`src/rtl/muldiv_sequencer.sv`:
```
// Purpose: multi-cycle signed MUL/DIV unit for the EX stage (radix-2 shift-add / restoring divide).
// Latency: accept at cycle N -> WIDTH CALC cycles, one FIX cycle, done strobe in cycle N+WIDTH+2.
// Backpressure: stalls the front of the pipe combinationally from accept through FIX; flush aborts.
module muldiv_sequencer #(
    parameter int          WIDTH    = 32,
    parameter logic [3:0]  MUL_CODE = 4'b0011,
    parameter logic [3:0]  DIV_CODE = 4'b0010
) (
    input  logic             clk,
    input  logic             reset,
    input  logic             start,
    input  logic [3:0]       alucon,
    input  logic [WIDTH-1:0] op_a,
    input  logic [WIDTH-1:0] op_b,
    input  logic             flush,
    output logic             stall,
    output logic             busy,
    output logic             done,
    output logic [WIDTH-1:0] lo,
    output logic [WIDTH-1:0] hi
);

    localparam int CW = (WIDTH > 2) ? $clog2(WIDTH) : 1;
    localparam logic [CW-1:0]      CNT_INIT = CW'(WIDTH - 1);
    localparam logic [CW-1:0]      CNT_ONE  = CW'(1);
    localparam logic [WIDTH-1:0]   ONE_W    = WIDTH'(1);
    localparam logic [2*WIDTH-1:0] ONE_2W   = (2*WIDTH)'(1);

    typedef enum logic [1:0] {IDLE, CALC, FIX, DONE} state_t;

    state_t             state_q, state_d;
    logic [CW-1:0]      cnt_q, cnt_d;
    logic               is_div_q, is_div_d;
    logic               neg_lo_q, neg_lo_d;   // sign of product / quotient
    logic               neg_hi_q, neg_hi_d;   // sign of remainder (div only)
    logic [WIDTH-1:0]   opnd_q, opnd_d;       // multiplicand or divisor magnitude
    logic [WIDTH:0]     acc_hi_q, acc_hi_d;   // upper product half / partial remainder
    logic [WIDTH-1:0]   acc_lo_q, acc_lo_d;   // multiplier bits / quotient bits
    logic [WIDTH-1:0]   lo_q, lo_d;
    logic [WIDTH-1:0]   hi_q, hi_d;

    logic               is_op;
    logic               accept;
    logic [WIDTH-1:0]   mag_a, mag_b;
    logic [WIDTH-1:0]   mul_add;
    logic [WIDTH:0]     mul_sum;
    logic [WIDTH+1:0]   div_trial;
    logic [2*WIDTH-1:0] prod, prod_fix;
    logic [WIDTH-1:0]   quot_fix, rem_fix;

    assign is_op  = (alucon == MUL_CODE) || (alucon == DIV_CODE);
    assign accept = (state_q == IDLE) && start && !flush && is_op;

    // An unsigned WIDTH-bit magnitude is enough even for the most negative operand.
    assign mag_a = op_a[WIDTH-1] ? (~op_a + ONE_W) : op_a;
    assign mag_b = op_b[WIDTH-1] ? (~op_b + ONE_W) : op_b;

    // One shift-add step: conditional add into the upper half, carry shifts in at the top.
    assign mul_add = acc_lo_q[0] ? opnd_q : '0;
    assign mul_sum = acc_hi_q + {1'b0, mul_add};

    // One restoring-divide step: shift remainder left by one dividend bit, then trial subtract.
    assign div_trial = {acc_hi_q, acc_lo_q[WIDTH-1]} - {2'b00, opnd_q};

    // Sign correction of the finished magnitudes.
    assign prod     = {acc_hi_q[WIDTH-1:0], acc_lo_q};
    assign prod_fix = neg_lo_q ? (~prod + ONE_2W) : prod;
    assign quot_fix = neg_lo_q ? (~acc_lo_q + ONE_W) : acc_lo_q;
    assign rem_fix  = neg_hi_q ? (~acc_hi_q[WIDTH-1:0] + ONE_W) : acc_hi_q[WIDTH-1:0];

    // State and datapath registers; synchronous reset clears everything.
    always_ff @(posedge clk) begin
        if (reset) begin
            state_q  <= IDLE;
            cnt_q    <= '0;
            is_div_q <= 1'b0;
            neg_lo_q <= 1'b0;
            neg_hi_q <= 1'b0;
            opnd_q   <= '0;
            acc_hi_q <= '0;
            acc_lo_q <= '0;
            lo_q     <= '0;
            hi_q     <= '0;
        end else begin
            state_q  <= state_d;
            cnt_q    <= cnt_d;
            is_div_q <= is_div_d;
            neg_lo_q <= neg_lo_d;
            neg_hi_q <= neg_hi_d;
            opnd_q   <= opnd_d;
            acc_hi_q <= acc_hi_d;
            acc_lo_q <= acc_lo_d;
            lo_q     <= lo_d;
            hi_q     <= hi_d;
        end
    end

    // Next-state: flush aborts CALC/FIX, DONE always lasts exactly one cycle.
    always_comb begin
        state_d = state_q;
        case (state_q)
            IDLE:    if (accept) state_d = CALC;
            CALC:    if (flush) state_d = IDLE;
                     else if (cnt_q == '0) state_d = FIX;
            FIX:     state_d = flush ? IDLE : DONE;
            DONE:    state_d = IDLE;
            default: state_d = IDLE;
        endcase
    end

    // Datapath: capture on accept, iterate in CALC, sign-fix and publish lo/hi in FIX.
    always_comb begin
        cnt_d    = cnt_q;
        is_div_d = is_div_q;
        neg_lo_d = neg_lo_q;
        neg_hi_d = neg_hi_q;
        opnd_d   = opnd_q;
        acc_hi_d = acc_hi_q;
        acc_lo_d = acc_lo_q;
        lo_d     = lo_q;
        hi_d     = hi_q;
        case (state_q)
            IDLE: begin
                if (accept) begin
                    is_div_d = (alucon == DIV_CODE);
                    neg_lo_d = op_a[WIDTH-1] ^ op_b[WIDTH-1];
                    neg_hi_d = (alucon == DIV_CODE) ? op_a[WIDTH-1]
                                                    : (op_a[WIDTH-1] ^ op_b[WIDTH-1]);
                    opnd_d   = (alucon == DIV_CODE) ? mag_b : mag_a;
                    acc_lo_d = (alucon == DIV_CODE) ? mag_a : mag_b;
                    acc_hi_d = '0;
                    cnt_d    = CNT_INIT;
                end
            end
            CALC: begin
                if (is_div_q) begin
                    if (!div_trial[WIDTH+1]) begin
                        acc_hi_d = div_trial[WIDTH:0];
                        acc_lo_d = {acc_lo_q[WIDTH-2:0], 1'b1};
                    end else begin
                        acc_hi_d = {acc_hi_q[WIDTH-1:0], acc_lo_q[WIDTH-1]};
                        acc_lo_d = {acc_lo_q[WIDTH-2:0], 1'b0};
                    end
                end else begin
                    acc_hi_d = {1'b0, mul_sum[WIDTH:1]};
                    acc_lo_d = {mul_sum[0], acc_lo_q[WIDTH-1:1]};
                end
                if (cnt_q != '0) cnt_d = cnt_q - CNT_ONE;
            end
            FIX: begin
                if (!flush) begin
                    if (is_div_q) begin
                        lo_d = quot_fix;
                        hi_d = rem_fix;
                    end else begin
                        lo_d = prod_fix[WIDTH-1:0];
                        hi_d = prod_fix[2*WIDTH-1:WIDTH];
                    end
                end
            end
            default: ;
        endcase
    end

    // Outputs: stall covers the accept cycle through FIX; DONE releases the pipe.
    always_comb begin
        stall = accept || (state_q == CALC) || (state_q == FIX);
        busy  = (state_q != IDLE);
        done  = (state_q == DONE);
    end

    assign lo = lo_q;
    assign hi = hi_q;

endmodule

```
`config.mk`:
```
export PLATFORM = sky130hd
export DESIGN_NAME = muldiv_sequencer
export DESIGN_NICKNAME = d
export VERILOG_FILES = /design/src/rtl/muldiv_sequencer.sv
export SDC_FILE = /design/constraint.sdc
export NUM_CORES = 1
export LEC_CHECK = 0
export ABC_AREA = 0
export ABC_CLOCK_PERIOD_IN_PS = 3900
export BUFFER_PORTS_ARGS = -buffer_cell sky130_fd_sc_hd__buf_2
export CAP_MARGIN = 20
export CORE_ASPECT_RATIO = 1.4
export CORE_MARGIN = 4
export CORE_UTILIZATION = 55
export CTS_CLUSTER_SIZE = 14
export DETAILED_ROUTE_END_ITERATION = 8
export PLACE_DENSITY = 0.88
export SYNTH_ARGS = -nofsm -noshare
export SYNTH_HDL_FRONTEND = slang
export SYNTH_SLANG_ARGS = --single-unit
```
`constraint.sdc`:
```
create_clock -name clk -period 3.9 [get_ports clk]
set_clock_uncertainty 0.2 [all_clocks]
set_input_delay 0.195 -clock clk [delete_from_list [all_inputs] [get_ports clk]]
set_output_delay 0.195 -clock clk [all_outputs]
set_load 0.01 [all_outputs]
```
==> results.sh, run 1 <==
export IMPL_status="finished clean"
export IMPL_cts_root_buf="clkbuf_16"
export IMPL_synth_seq_cells=171
export IMPL_leakagePower_nw=6.44
export IMPL_setup_worst_path_start_class="flip-flop"
export IMPL_fin_area_um2=15800
export IMPL_die_x_um=143
export IMPL_clock_sinks=171
export IMPL_hp_class="primary input to flip-flop"
export IMPL_crit_path_top_delay_cell="o21ai_0"
export IMPL_cpLargestDelayFamily="compound AO/OA/AOI/OAI gates"
export IMPL_drive_gt1_frac=0.135
export IMPL_cts_tree="yes"
export IMPL_fin_nets=2112
export IMPL_cp_depth=15
export IMPL_htreeDepth=4
export IMPL_grt_total_usage=0.327
export IMPL_n_antenna_cell=0
export IMPL_async_reset_ff_frac=0
export IMPL_vias=14761
export IMPL_synth_top_cell_by_area="dfxtp_1"
export IMPL_tightest_slew_ns=1.01
export IMPL_viasPerCell=6.43
export IMPL_worst_ir_drop_vdd_v=0.000334
export IMPL_grt_pass1_vias=14255
export IMPL_dpl_cell_count=2253
export IMPL_layoutNonFillerInstCount=2296
export IMPL_postPlaceCellArea_um2=15000
export IMPL_critical_path_arrival_ns=3.84
export IMPL_max_cap_violations=0
export IMPL_cp_common_cell="o21ai_0"
export IMPL_worstHoldPathCells=4
export IMPL_core_area_um2=24800
export IMPL_power_density_nw_per_um2=287
export IMPL_synth_cell_area_um2=14000
export IMPL_wire_per_inst_um=20.4
export IMPL_cts_clk_slew_worst_paths_ns=0.07
export IMPL_cp_end_kind="flip-flop"
export IMPL_finalSetupViolCount=0
export IMPL_die_area_um2=28000
export IMPL_slew_viol_final=0
export IMPL_finalSetupTns_ns=0
export IMPL_synth_top_area_share=0.245
export IMPL_rsz0062_at_grt="false"
export IMPL_min_period_ns=3.72
export IMPL_cp_num_buf_inv=3
export IMPL_path_cells="inv_1 -> buf_4 -> nor2_1 -> ha_1 -> and2_1 -> nand3_1 -> nor2_1 -> buf_4 -> o2111ai_1 -> nand3_1 -> o21ai_0 -> o21ai_0 -> xor2_1 -> a22oi_1 -> o21ai_0"
export IMPL_grt_max_degree=98
export IMPL_place_gp_congestion=0.981
export IMPL_io_buffer_count=138
export IMPL_period_share=0.954
export IMPL_place_hpwl_um=35600
export IMPL_overflow=0
export IMPL_ys_warn_count=0
export IMPL_syn_instance_count=1867
export IMPL_synth_fp_nets=2011
export IMPL_initial_core_util=0.562
export IMPL_rows=68
export IMPL_crit_fanout=16
export IMPL_synth_edf_count=0
export IMPL_grt_pass1_wl_um=74100
export IMPL_path_class="flip-flop to flip-flop"
export IMPL_layout_common_cells="nor2_1 (213), nand2_1 (173), dfxtp_1 (170)"
export IMPL_clkLatencyLatePin_ns=0.45
export IMPL_final_common_cell="nor2_1"
export IMPL_slew_headroom=0.323
export IMPL_max_stage_delay_ns=0.54
export IMPL_finalHoldViolCount=0
export IMPL_drc=0
export IMPL_antenna_found_initial=0
export IMPL_whs_ns=0.00415
export IMPL_fp_dieH_um=197
export IMPL_routed_wl_um=46900
export IMPL_ys_top_cells_by_area="dfxtp_1 (25%), xnor2_1 (6.9%), ha_1 (6.3%)"
export IMPL_synth_cell_types=76
export IMPL_avgSynthCellArea_um2=7.48
export IMPL_synth_flop_cell="dfxtp_1"
export IMPL_fmax_mhz=269
export IMPL_first_pass_iters=7
export IMPL_cts_buffer_depth=2
export IMPL_areaGrowthSynthToFinish_pct=12.9
export IMPL_yosysSeqAreaShare=0.245
export IMPL_ant_nets=0
export IMPL_cts_buffers=17
export IMPL_drt_iter0_drc=1441
export IMPL_io_pins=139
export IMPL_reg2reg_depth=15
export IMPL_required_ns=4.02
## stage by stage
step	power (W)	utilization	worst slack, ns
2_1_floorplan	0.00246	-	0.230
3_3_place_gp	0.00269	0.605	0.327
3_5_place_dp	0.00270	0.605	0.205
4_1_cts	0.00451	0.634	0.171
5_1_grt	0.00468	0.635	0.0115
6_report	0.00453	0.635	0.179
## layer usage
layer  track usage  share of wire  up-vias
met2         0.545           0.48      713
met5             0              0        -
met3        0.0490          0.065      194
met1         0.365           0.37     6836
li1              -              -     7018
met4         0.265          0.093        0
## worst paths after layout
| path | start | endpoint | slack, ns |
|---|---|---|---|
| worst max register to register | acc_lo_q[0] | acc_hi_q[26] | 0.18 |
| worst max-delay path | acc_lo_q[0] | acc_hi_q[26] | 0.18 |
| worst min register to register | hi[22] | hi[22] | 0.25 |
| worst min-delay path | op_b[9] | opnd_q[9] | 0.004 |
## flip-flops by register name, indices dropped and copies added (netlist names)
| name | count |
|---|---|
| state_q | 2 |
| is_div_q | 1 |
| acc_hi_q | 33 |
| hi | 32 |
| cnt_q | 5 |
| lo | 32 |
| neg_hi_q | 1 |
| neg_lo_q | 1 |
| acc_lo_q | 32 |
| opnd_q | 32 |
## report_power, final
| group | switching, W | total, W | internal (W) |
|---|---|---|---|
| Sequential | 0.0000275 | 0.00179 | 0.00176 |
| Combinational | 0.000534 | 0.000905 | 0.000371 |
| Clock | 0.000855 | 0.00184 | 0.000981 |
## kinds of logic (layout without fill, tap and decap cells)
kind of cell    Yosys count  in the layout  share of synthesized area
mux                      64             64                     0.0461
buf+inv                 198            312                     0.0567
simple gates            619            619                      0.205
fa+ha+maj                72             72                     0.0656
compound gates          566            566                      0.270
flops                   171            171                      0.245
xor+xnor                177            177                      0.111
## cell type report
type | instances | area [um2]
Multi-Input combinational cell | 1498 | 9800
Timing Repair Buffer | 210 | 1270
Sequential cell | 171 | 3420
Inverter | 70 | 263
Clock buffer | 17 | 425
Fill cell | 2164 | 9070
Tap cell | 315 | 394
Clock inverter | 15 | 195
## Yosys cell counts (3+ instances only)
cell,instances
a221oi_1,17
nand2_1,173
buf_1,11
nand3_1,32
o211ai_1,11
nor2_1,215
o31ai_1,30
nand4_1,15
o21bai_1,7
and3_1,14
inv_1,69
a21oi_1,122
buf_4,8
o21ai_0,124
a21o_1,28
nand2b_1,13
a31o_2,6
nor3_1,50
a311oi_1,4
clkbuf_1,104
o21a_1,9
mux2_2,3
mux2i_1,61
a222oi_1,14
ha_1,70
nand3b_1,4
or4_1,16
a31oi_1,18
or2_2,7
nor2b_1,13
nor3b_1,5
nor4_1,16
a211oi_1,90
a22oi_1,25
o221ai_1,9
or3_1,26
xor2_1,67
o41ai_1,18
xnor2_1,110
dfxtp_1,171
o2111ai_1,4
and2_1,8
## worst min-delay path, delay by kind of cell
| family | cells | cell delay [ns] |
|---|---|---|
| AND/OR/NAND/NOR | 1 | 0.09 |
| buffers and inverters | 1 | 0.10 |
| AO/OA/AOI/OAI | 1 | 0.08 |
| XOR/XNOR | 1 | 0.15 |
## timing repair
action,CTS,global route
gates resized for setup,0,5
setup endpoints to repair,0,4
setup buffers,0,0
hold buffers,11,0
endpoints found under the hold margin,10,0
Note: power is estimated with default switching activity, not from simulation.
==> inputs of run 2 (changes only) <==
--- a/config.mk
+++ b/config.mk
@@ -8,5 +8,4 @@
 export ABC_AREA = 0
 export ABC_CLOCK_PERIOD_IN_PS = 3900
-export BUFFER_PORTS_ARGS = -buffer_cell sky130_fd_sc_hd__buf_2
 export CAP_MARGIN = 20
 export CORE_ASPECT_RATIO = 1.4
@@ -15,5 +14,6 @@
 export CTS_CLUSTER_SIZE = 14
 export DETAILED_ROUTE_END_ITERATION = 8
-export PLACE_DENSITY = 0.88
+export DONT_BUFFER_PORTS = 1
+export PLACE_DENSITY = 0.83
 export SYNTH_ARGS = -nofsm -noshare
 export SYNTH_HDL_FRONTEND = slang
==> constraint.sdc (replaced) <==
create_clock -name clk -period 3.9 [get_ports clk]
set_clock_uncertainty 0.2 [all_clocks]
set_input_delay 0.585 -clock clk [delete_from_list [all_inputs] [get_ports clk]]
set_output_delay 0.585 -clock clk [all_outputs]
set_load 0.01 [all_outputs]
==> results.sh, run 2 (synthesized netlist as in run 1, its figures left out) <==
export IMPL_fp_dieH_um=197
export IMPL_layoutNonFillerInstCount=2162
export IMPL_final_common_cell="nor2_1"
export IMPL_cts_buffer_depth=2
export IMPL_startpoint="acc_lo_q[6]"
export IMPL_htreeDepth=4
export IMPL_max_cap_violations=0
export IMPL_place_hpwl_um=35600
export IMPL_finalSetupViolCount=0
export IMPL_core_area_um2=24800
export IMPL_dpl_cell_count=2129
export IMPL_multi_input_area_um2=9800
export IMPL_slew_viol_final=0
export IMPL_path_class="flip-flop to flip-flop"
export IMPL_cp_end_kind="flip-flop"
export IMPL_fmax_mhz=272
export IMPL_n_antenna_cell=0
export IMPL_required_ns=4.09
export IMPL_initial_core_util=0.562
export IMPL_fin_area_um2=15100
export IMPL_worst_ir_drop_vdd_v=0.000368
export IMPL_rsz0062_at_grt="false"
export IMPL_areaGrowthSynthToFinish_pct=7.81
export IMPL_ant_nets=0
export IMPL_grt_pass1_vias=13645
export IMPL_status="finished clean"
export IMPL_clock_sinks=171
export IMPL_regArea_um2=3420
export IMPL_finalHoldViolCount=0
export IMPL_postCtsSetupBuffers=0
export IMPL_hp_class="primary input to flip-flop"
export IMPL_period_share=0.941
export IMPL_cts_tree="yes"
export IMPL_wire_per_inst_um=21.5
export IMPL_cts_root_buf="clkbuf_16"
export IMPL_die_area_um2=28000
export IMPL_largest_reg_flops=33
export IMPL_fin_nets=1980
export IMPL_routed_wl_um=46500
export IMPL_grt_pass1_wl_um=72700
export IMPL_drc=0
export IMPL_finish_utilization=0.606
export IMPL_place_gp_congestion=1.03
export IMPL_rows=68
export IMPL_overflow=0
export IMPL_reg2reg_from="acc_lo_q[6]"
export IMPL_slew_headroom=0.394
export IMPL_postPlaceCellArea_um2=14500
export IMPL_finalSetupTns_ns=0
export IMPL_vias=14188
export IMPL_drt_iter0_drc=1380
export IMPL_tightest_slew_ns=0.903
export IMPL_first_pass_iters=6
export IMPL_cts_buffers=17
export IMPL_io_pins=139
export IMPL_viasPerCell=6.56
export IMPL_die_x_um=143
export IMPL_grt_max_degree=141
export IMPL_crit_fanout=8
export IMPL_holdCritStartpoint="flush"
export IMPL_clkLatencyLatePin_ns=0.45
export IMPL_cts_clk_slew_worst_paths_ns=0.07
export IMPL_critical_path_arrival_ns=3.86
export IMPL_grt_total_usage=0.323
export IMPL_top_register="acc_hi_q"
export IMPL_power_density_nw_per_um2=283
export IMPL_io_buffer_count=0
export IMPL_min_period_ns=3.67
export IMPL_leakagePower_nw=5.80
export IMPL_setup_worst_path_start_class="flip-flop"
export IMPL_fillers=2231
export IMPL_layout_common_cells="nor2_1 (213), nand2_1 (173), dfxtp_1 (170)"
export IMPL_total_power_w=0.00425
export IMPL_antenna_found_initial=0
export IMPL_drive_gt1_frac=0.0769
## run 2: cell count changes in the layout (fill, tap and decap cells not counted), sizes merged
cell / previous run / this run
buf: 199 / 75
dlygate4sd3: 11 / 3
clkbuf: 17 / 20
inv: 77 / 74
bufinv: 2 / 0
clkinv: 4 / 3
clkinvlp: 2 / 3
## run 2: repair_timing
action	4_1_cts	5_1_grt
hold buffers	2	1
gates resized for setup	0	4
hold endpoints to repair	6	4
setup endpoints to repair	0	4
## run 2: through the flow
stage / hold slack (ns) / setup WS [ns]
final: 0.0138 / 0.229
after global routing: 0.00412 / 0.0179
after CTS: 0.000870 / 0.216
after detailed placement: 0.240 / 0.228
after global placement: 0.234 / 0.235
after floorplan: 0.232 / 0.230
## run 2: layer usage
metal  up-vias  wire, um  global-route usage
met5         -         0                   0
met4         0      4010               0.237
met3       195      3010              0.0519
met2       662     22500               0.545
met1      6590     17100               0.365
li1       6741         -                   -
## run 2: layout make-up
type	count	share of cell area
clock buffer	20	0.0310
clock inverter	10	0.00532
timing repair buffer	78	0.0419
inverter	70	0.0174
sequential	171	0.227
multi-input combinational	1498	0.651
tap	315	0.0262
## run 2: power breakdown
part / total [W] / switching [W] / internal, W
Combinational: 0.000815 / 0.000467 / 0.000347
Sequential: 0.00179 / 0.0000260 / 0.00176
Clock: 0.00165 / 0.000781 / 0.000869
Total: 0.00425 / 0.00127 / 0.00298
## run 2: final timing paths
path                      to  slack [ns]  depth (start not counted)
hold reg to reg   opnd_q[13]        0.25                          2
setup reg to reg      hi[23]        0.23                         10
setup / recovery      hi[23]        0.23                         10
hold / removal    state_q[1]        0.01                          1
## run 2: critical path, cell delays in order (launching register included)
cell	delay [ns]
dfxtp_1	0.38
or4_1	0.60
or3_1	0.33
or2_1	0.31
or2_4	0.28
nor4_4	0.39
o21ai_0	0.25
o41ai_1	0.47
xnor2_1	0.16
nand2_1	0.07
a21oi_1	0.15
